### src/rtl/mdu_pkg.sv
// mdu_pkg: shared op/state encodings and default width for the multiply/divide unit
package mdu_pkg;
  localparam int MDU_WIDTH = 32;
  typedef enum logic [1:0] {
    OP_MULTU = 2'b00,
    OP_MULT  = 2'b01,
    OP_DIVU  = 2'b10,
    OP_DIV   = 2'b11
  } op_e;
  typedef enum logic {
    S_IDLE = 1'b0,
    S_RUN  = 1'b1
  } state_e;
endpackage

### src/rtl/mdu_iter_step.sv
// mdu_iter_step: one shift-add multiply or restoring shift-subtract divide step on {acc, operand}
module mdu_iter_step #(
  parameter int WIDTH = 32
) (
  input  logic               i_div,
  input  logic [2*WIDTH-1:0] i_acc,
  input  logic [WIDTH-1:0]   i_operand,
  output logic [2*WIDTH-1:0] o_acc
);
  logic [WIDTH:0] w_sum;
  logic [WIDTH:0] w_rem;
  logic [WIDTH:0] w_diff;
  assign w_sum  = {1'b0, i_acc[2*WIDTH-1:WIDTH]} + (i_acc[0] ? {1'b0, i_operand} : '0);
  assign w_rem  = i_acc[2*WIDTH-1:WIDTH-1];
  // a set top bit in the difference is the borrow: keep the shifted remainder, quotient bit 0
  assign w_diff = w_rem - {1'b0, i_operand};
  assign o_acc  = !i_div    ? {w_sum, i_acc[WIDTH-1:1]} :
                  w_diff[WIDTH] ? {w_rem[WIDTH-1:0], i_acc[WIDTH-2:0], 1'b0} :
                                  {w_diff[WIDTH-1:0], i_acc[WIDTH-2:0], 1'b1};
endmodule

### src/rtl/mult_div_unit.sv
// mult_div_unit: iterative MULT/MULTU/DIV/DIVU with architectural HI/LO registers
module mult_div_unit
  import mdu_pkg::*;
#(
  parameter int WIDTH = MDU_WIDTH
) (
  input  logic             clk,
  input  logic             rst_n,
  input  logic             start,
  input  logic [1:0]       op,
  input  logic [WIDTH-1:0] rs_data,
  input  logic [WIDTH-1:0] rt_data,
  input  logic             flush,
  input  logic             hi_we,
  input  logic             lo_we,
  input  logic [WIDTH-1:0] mt_data,
  output logic             busy,
  output logic             done,
  output logic [WIDTH-1:0] hi,
  output logic [WIDTH-1:0] lo,
  output logic             div_zero
);
  localparam int CW = $clog2(WIDTH) + 1;
  state_e             r_state;
  logic [CW-1:0]      r_cnt;
  logic [2*WIDTH-1:0] r_acc;
  logic [WIDTH-1:0]   r_b;
  logic [WIDTH-1:0]   r_rs;
  logic               r_div;
  logic               r_neg_q;
  logic               r_neg_r;
  logic               w_signed;
  logic               w_is_div;
  logic               w_rs_neg;
  logic               w_rt_neg;
  logic [WIDTH-1:0]   w_rs_mag;
  logic [WIDTH-1:0]   w_rt_mag;
  logic [2*WIDTH-1:0] w_next;
  logic [2*WIDTH-1:0] w_prod;
  logic [WIDTH-1:0]   w_q;
  logic [WIDTH-1:0]   w_r;
  logic               w_dz;
  logic [WIDTH-1:0]   w_hi;
  logic [WIDTH-1:0]   w_lo;
  assign w_signed = (op == OP_MULT) || (op == OP_DIV);
  assign w_is_div = (op == OP_DIVU) || (op == OP_DIV);
  assign w_rs_neg = w_signed & rs_data[WIDTH-1];
  assign w_rt_neg = w_signed & rt_data[WIDTH-1];
  assign w_rs_mag = w_rs_neg ? -rs_data : rs_data;
  assign w_rt_mag = w_rt_neg ? -rt_data : rt_data;
  mdu_iter_step #(.WIDTH(WIDTH)) u_step (
    .i_div     (r_div),
    .i_acc     (r_acc),
    .i_operand (r_b),
    .o_acc     (w_next)
  );
  // results are fixed up from the final step's combinational output so they land at the done edge
  assign w_prod = r_neg_q ? -w_next : w_next;
  assign w_q    = r_neg_q ? -w_next[WIDTH-1:0] : w_next[WIDTH-1:0];
  assign w_r    = r_neg_r ? -w_next[2*WIDTH-1:WIDTH] : w_next[2*WIDTH-1:WIDTH];
  assign w_dz   = (r_b == '0);
  assign w_hi   = !r_div ? w_prod[2*WIDTH-1:WIDTH] : w_dz ? r_rs : w_r;
  assign w_lo   = !r_div ? w_prod[WIDTH-1:0] : w_dz ? '1 : w_q;
  always_ff @(posedge clk or negedge rst_n) begin
    if (!rst_n) begin
      r_state  <= S_IDLE;
      r_cnt    <= '0;
      r_acc    <= '0;
      r_b      <= '0;
      r_rs     <= '0;
      r_div    <= 1'b0;
      r_neg_q  <= 1'b0;
      r_neg_r  <= 1'b0;
      busy     <= 1'b0;
      done     <= 1'b0;
      hi       <= '0;
      lo       <= '0;
      div_zero <= 1'b0;
    end else begin
      done <= 1'b0;
      if (r_state == S_IDLE) begin
        if (start) begin
          r_state  <= S_RUN;
          busy     <= 1'b1;
          r_cnt    <= '0;
          r_acc    <= {{WIDTH{1'b0}}, w_is_div ? w_rs_mag : w_rt_mag};
          r_b      <= w_is_div ? w_rt_mag : w_rs_mag;
          r_rs     <= rs_data;
          r_div    <= w_is_div;
          r_neg_q  <= w_rs_neg ^ w_rt_neg;
          r_neg_r  <= w_rs_neg;
          div_zero <= 1'b0;
        end else begin
          if (hi_we) hi <= mt_data;
          if (lo_we) lo <= mt_data;
        end
      end else if (flush) begin
        r_state <= S_IDLE;
        busy    <= 1'b0;
      end else begin
        r_acc <= w_next;
        r_cnt <= r_cnt + CW'(1);
        if (r_cnt == CW'(WIDTH - 1)) begin
          r_state  <= S_IDLE;
          busy     <= 1'b0;
          done     <= 1'b1;
          hi       <= w_hi;
          lo       <= w_lo;
          div_zero <= r_div & w_dz;
        end
      end
    end
  end
endmodule

### config.mk
export PLATFORM = sky130hd
export DESIGN_NAME = mult_div_unit
export DESIGN_NICKNAME = d
export VERILOG_FILES = /design/src/rtl/mdu_pkg.sv /design/src/rtl/mdu_iter_step.sv /design/src/rtl/mult_div_unit.sv
export SDC_FILE = /design/constraint.sdc
export NUM_CORES = 1
export LEC_CHECK = 0
export ABC_AREA = 1
export CORE_MARGIN = 3
export CORE_UTILIZATION = 28
export DETAILED_ROUTE_END_ITERATION = 8
export PLACE_DENSITY_LB_ADDON = 0.12
export REMOVE_ABC_BUFFERS = 1
export SKIP_LAST_GASP = 1
export SYNTH_ARGS = -nofsm -noshare
export SYNTH_HDL_FRONTEND = slang
export SYNTH_SLANG_ARGS = --single-unit
### constraint.sdc
create_clock -name clk -period 5 [get_ports clk]
set_input_delay 1 -clock clk [delete_from_list [all_inputs] [get_ports clk]]
set_output_delay 1 -clock clk [all_outputs]
set_load 0.01 [all_outputs]
Yosys cells after proc, flatten, opt, wreduce, memory -nomap -nowiden --
Cells that the tools add are included.
Operators by class: add/subtract/negate cells 8, eq/ne operators 8, muxes and demuxes 45, bitwise operators 5, reductions and logical operators 12
Operators with widths (number):
- 32-bit 2-to-1 mux | 21
- 64-bit 2-to-1 mux | 6
- 32-bit negator | 4
- 64-bit negator | 1
- 32-bit by 33-bit adder with 33-bit output | 1
- 33-bit by 32-bit subtractor with 33-bit output | 1
- 32-bit zero test | 1
- 6-bit 2-to-1 mux | 3
- 1-bit 2-to-1 mux | 15
- 4-bit AND reduction | 2
- 6-bit by 1-bit adder with 6-bit output, second input constant | 1
- 6-bit by 5-bit == test with 1-bit output, second input constant | 1
- 2-bit AND reduction | 3
- 2-bit nonzero test | 3
- 2-bit == test, second input constant | 2
- 2-bit by 1-bit inequality test with 1-bit output, second input constant | 2
- 1-bit bitwise AND | 3
- 3-bit by 2-bit inequality test with 1-bit output, second input constant | 1
- 3-bit AND reduction | 1
- 2-bit by 1-bit == test with 1-bit output, second input constant | 1
- 1-bit logical OR | 2
- 2-bit inequality test, second input constant | 1
- 1-bit inverter | 1
- 1-bit bitwise XOR | 1
Word-level totals: register bits after elaboration 205, word-level logic and storage cells 91

Depth between registers and ports, before layout --
depth in word-level cells 10, mapped depth 39

Hierarchy --
Synthesis repeated with hierarchy kept, for this count alone.
Unflattened totals: cells, all modules 3594, area total of the unflattened synthesis 21139.0 µm²
By module, submodules not included:
- mult_div_unit | times used 1, cells an instance 2284, area each 14682.8 µm², seq. area each 5129.9 µm²
- mdu_iter_step | times used 1, cells an instance 1310, area each 6456.2 µm², seq. area each 0.0 µm²

Least setup slack after synthesis --
OpenSTA, ideal clock, no wires.
kind reg-to-reg, start register r_acc[31], end register hi[20], data arrival time 3953 ps, setup slack 924 ps, cell stages (with the launch flop) 39, buffers on the path 1, clock period less this slack 4076 ps, cell sequence dfrtp_1 > inv_1 > ha_1 > inv_1 > fa_1 > nand2_1 > nand2_1 > nand3_2 > nand2_2 > nand2_2 > nand2_4 > nand2_4 > nand2_4 > nand2_2 > nand2_4 > buf_8 > nand2_2 > nand2_2 > (+3 left out) > nor2_1 > nand2_1 > nor2_2 > inv_2 > nor2_2 > nand3_1 > nor2_2 > nand3_1 > nor2_2 > inv_1 > nand2_1 > nand2_1 > inv_1 > nand3_1 > nand3_1 > nand2_1 > nand2_1 > a21oi_1
On the way: word-level cells in the longest chain between the ends 10, elaborated cells on any way between the ends 12, classes of those cells add/sub: 3; mux: 9
RTL lines:
- start: declaration | RTL line mult_div_unit.sv:26 | logic [2*WIDTH-1:0] r_acc;
- start signal: assignment | RTL line mult_div_unit.sv:86 | r_acc <= {{WIDTH{1'b0}}, w_is_div ? w_rs_mag : w_rt_mag};
- start signal: assignment | RTL line mult_div_unit.sv:101 | r_acc <= w_next;
- 33-bit by 32-bit subtractor with 33-bit output | RTL line mdu_iter_step.sv:16 | assign w_diff = w_rem - {1'b0, i_operand};
- 64-bit 2-to-1 mux | RTL line mdu_iter_step.sv:18 | w_diff[WIDTH] ? {w_rem[WIDTH-1:0], i_acc[WIDTH-2:0], 1'b0} :
- 64-bit 2-to-1 mux (*) | RTL line mdu_iter_step.sv:17 | assign o_acc = !i_div ? {w_sum, i_acc[WIDTH-1:1]} :
- 32-bit negator | RTL line mult_div_unit.sv:60 | assign w_r = r_neg_r ? -w_next[2*WIDTH-1:WIDTH] : w_next[2*WIDTH-1:WIDTH];
- 32-bit 2-to-1 mux | RTL line mult_div_unit.sv:60
- 32-bit 2-to-1 mux | RTL line mult_div_unit.sv:62 | assign w_hi = !r_div ? w_prod[2*WIDTH-1:WIDTH] : w_dz ? r_rs : w_r;
- 32-bit 2-to-1 mux (*) | RTL line mult_div_unit.sv:62
- 32-bit 2-to-1 mux (*) | RTL line mult_div_unit.sv:103 | if (r_cnt == CW'(WIDTH - 1)) begin
- 32-bit 2-to-1 mux (*) | RTL line mult_div_unit.sv:97 | end else if (flush) begin
- 32-bit 2-to-1 mux (*) | RTL line mult_div_unit.sv:81 | if (r_state == S_IDLE) begin
- end signal: assignment | RTL line mult_div_unit.sv:94 | if (hi_we) hi <= mt_data;
- end signal: assignment | RTL line mult_div_unit.sv:107 | hi <= w_hi;
- end: declaration | RTL line mult_div_unit.sv:19 | output logic [WIDTH-1:0] hi,
Every way passes the cells marked *; elsewhere a longest branch is shown, timed or not. The select of a mux whose other input is x is not followed. A chain may end at the register's enable or synchronous reset.

Worst setup path in the final report --
start register r_acc[31], end register hi[18]
The elaborated chain is that of the path after synthesis.

==> impl_results.md <==
- Die area: roughly 75000 µm²
- Adder-cell share of the synthesized area: 4.505%
- Number of global-route vias before repair: around 21000
- Number of port buffers: between 150 and 200
- Top Ports: ~170
- Hold-fix buffers at CTS: 0
- DRT iter0 DRCs: around 2400
- Master cell of the clock root buffer: clkbuf_16
- Critical Setup Path Class: reg -> reg
- Compound-Gate Fraction of Synth Area: around 17%
- Clock transition at path regs: approximately 60 ps
- Later-pin clock latency in the skew report: 580 ps
- Fin Clk Skew: about 25 ps
- Most numerous cell types in the synthesized netlist: nand2_1, inv_1, nor2_1
- Leakage: ~12 nW
- Depth of the worst register-to-register path: 38
- Area share of xor/xnor cells in the synthesized design: under 10%
- Total power per unit cell area: between 600 and 700 nW/µm²
- TritonCTS Buffers: 26
- Worst path buffer plus inverter count: 5
- Period minus WS final: between 4000 and 5000 ps
- Crit path max-delay cell type: fa_2
- Layout cell share with drive strength beyond 1: 7.568%
- DR DRC count: 0
- Number of maximum-capacitance constraint violations: 0
- Register bit count reported by yosys: ~200
- Top cell type's share of synthesized area: approximately 26%
- Critical register-to-register path startpoint: r_acc[31]$_DFFE_PN0P_
- Core utilization of the finished layout: 33.95%
- Terminating pin of the worst hold path: r_rs[6]$_DFFE_PN0P_
- Remaining antenna violation count: 0
- Post-route insts no fill: roughly 4400
- Max Clock Freq: 216.7 MHz
- Placed cells: 4372
- Starting utilization of the core area: between 20% and 30%
- Number of enable-type register cells in the synthesized netlist: 0
- Area of the mapped netlist: between 20000 and 25000 µm²
- Tightest Hold Check Type: reg -> reg
- Arr. time, crit path: 5110 ps
- Ratio of final minimum period to clock period: between 90 and 100%
- Worst setup path startpoint: r_acc[31]$_DFFE_PN0P_
- Share of flip-flops with an asynchronous set or reset after synthesis: 100.0%
- CTS tree: done
- Synthesis warning total: 0
- Via density per instance: roughly 5
- Global placer's final weighted congestion: ~0.92
- Startpoint of the worst hold path: r_rs[6]$_DFFE_PN0P_
- Die width: approximately 270 µm
- Most frequent cell after synthesis: nand2_1
- Slew @ Worst Pin: about 1100 ps
- Count of clock tree sinks: 205
- 1st-pass router iterations: 6
- Worst hold path stage count: 2
- GRT Overall Usage: 25.09%
- Maximum cell stage delay along the critical path: 380 ps
- Total number of nets in the final design: between 3000 and 4000
- Maximum number of pins on one net before global-route repair: 114
- Initial antenna violation count: 3
- Library cell with the largest summed area after synthesis: dfrtp_1
- Growth of design area from synthesis to finish: 19.37%
- Final total negative setup slack: 0 ps
- Diode insertion count for antenna repair: 0
- Required time worst endpoint: 5500 ps
- Count of endpoints failing setup in the final report: 0
- RSZ-0062 raised after global routing: no
- Standard-cell rows: 97
- Predominant post-synthesis flop cell: dfrtp_1
- Max-slew violation count: 0
- Fraction of the mapped netlist area in simple logic gates: a little under two fifths
- Worst-path maximum fanout: 6
- Sequential area share after synthesis: about a quarter
- Startpoint types: register
- Status: completed
- Family of cells with the greatest summed delay on the critical path: simple AND/OR/NAND/NOR gates
- Number of hold violations in the final report: 0
- Post-synthesis mux area share: 0%
- Area of the core: between 70000 and 80000 µm²
- HPWL after detailed placement: just under 80000 µm
- Critical register-to-register path endpoint: hi[18]$_DFFE_PN0P_
- Maximum vdd ir drop: about 0.28 mV
- Post-place setup slack: 150.6 ps
- Total wire length: 96290 µm
- WL/cell: ~22 µm
- Vertical extent of the die: approximately 270 µm
- Worst slew margin: between 20% and 30%
- CTS H-tree depth: 1
- Post-Synthesis Cells: roughly 3300
- Worst reg-to-reg setup slack: slightly below 400 ps
- Final worst setup slack: between 300 and 400 ps
- Category of the worst setup path capture point: register
- Total chip power: about 15 mW
- Total gr overflow: 0
- Wire length of the first global-routing pass: approximately 140000 µm
- Largest family of logic cells by synthesized area: simple AND/OR/NAND/NOR gates
- Avg Cell Area, Syn: roughly 6.1 µm²
- Cell repeated most along the worst path: nand2_1
- Count of distinct cell types in the synthesized netlist: 55
- Via count: ~22000
- Cells taking the most area after synthesis: dfrtp_1, nand2_1, inv_1
- Buffer depth of the longest clock path: 3
-- worst register-to-register path: cells and delay by family (launching register included) --
kind                     cells  cell delay, ps
buffers and inverters        5             450
AO/OA/AOI/OAI                1             140
flip-flops                   1             370
adder cells (fa/ha/maj)      3             760
AND/OR/NAND/NOR             29            2830
-- routing by layer --
metal	up-vias	part of all wire [%]	global-route usage [%]
met1	10530	47	36.41
li1	10960	-	-
met2	824	42	37.68
met4	0	2.9	6.503
met3	119	7.9	4.979
met5	-	0	0
-- cells in the final DEF, fill, tap and decap left out, types with 6 or more instances in the layout --
master / netlist / layout
a211oi_1: 7 / 7
a21oi_1: 212 / 212
a21oi_2: 7 / 7
a22oi_1: 14 / 14
a31oi_1: 23 / 23
and2_1: 7 / 7
buf_4: 7 / 74
clkbuf_16: 0 / 27
clkbuf_8: 0 / 6
clkdlybuf4s50_1: 0 / 169
dfrtp_1: 205 / 202
ha_1: 69 / 69
inv_1: 493 / 489
inv_2: 10 / 12
nand2_1: 945 / 945
nand2_2: 47 / 46
nand2_4: 6 / 7
nand3_1: 238 / 236
nand3_2: 14 / 16
nand3b_1: 14 / 14
nand4_1: 25 / 25
nor2_1: 306 / 303
nor2_2: 29 / 27
nor2_4: 11 / 16
nor3_1: 34 / 34
nor4_1: 17 / 17
o211ai_1: 24 / 24
o21a_1: 8 / 8
o21ai_0: 207 / 207
o21ai_1: 20 / 20
o21bai_1: 7 / 7
o221ai_1: 16 / 16
o22ai_1: 42 / 42
o31ai_1: 10 / 10
or2_2: 8 / 8
xnor2_1: 25 / 25
xor2_1: 60 / 60
-- worst max-delay path by stage --
stage                            endpoint  cells past startpoint
finish                 hi[18]$_DFFE_PN0P_                     38
global route           hi[26]$_DFFE_PN0P_                     38
CTS                    hi[18]$_DFFE_PN0P_                     38
detailed placement     hi[18]$_DFFE_PN0P_                     38
global placement    r_acc[24]$_DFFE_PN0P_                     18
floorplan           r_acc[19]$_DFFE_PN0P_                      5
-- state kept, by name (all words and copies together), names as in the netlist --
| register | flops |
|---|---|
| hi | 32 |
| r_b | 32 |
| div_zero | 1 |
| r_cnt | 6 |
| r_div | 1 |
| lo | 32 |
| r_acc | 64 |
| r_neg_r | 1 |
| busy | 1 |
| r_state | 1 |
| r_neg_q | 1 |
| r_rs | 32 |
| done | 1 |
-- cell families after synthesis --
logic type | after synthesis
adders and majority gates | 71
DFF | 205
and+or+nand+nor | 1708
buffers and inverters | 627
AOI/OAI and AO/OA | 612
xor gates and xnor gates | 85
-- timing repair --
action / in CTS / in global routing
setup endpoints to repair: 0 / 15
resized for setup: 0 / 8
buffers inserted: 0 / 0
-- per-stage QoR --
| stage | instance area [µm²] | hold slack (ps) |
|---|---|---|
| after detailed placement | 23020 | 471.8 |
| after CTS | 23900 | 486.4 |
| after floorplan | 19520 | 436.7 |
| after global routing | 23940 | 530.6 |
| after global placement | 23020 | 460.6 |
| final | 23940 | 485.8 |
-- layout make-up --
| class | count | area [µm²] |
|---|---|---|
| Clock inverter | 5 | 103.9 |
| Timing Repair Buffer | 246 | 2302 |
| Inverter | 505 | 1897 |
| Clock buffer | 38 | 777.0 |
| Sequential cell | 205 | 5139 |
| Multi-Input combinational cell | 2476 | 12540 |
| Fill cell | 7901 | 46580 |
| Tap cell | 940 | 1176 |
-- power by group --
part / total, mW / switching, mW / internal, mW
logic: 10.0 / 6.87 / 3.15
registers: 2.73 / 0.521 / 2.21
clock network: 2.02 / 0.803 / 1.22
No activity file was read; power rests on OpenSTA's default activity.
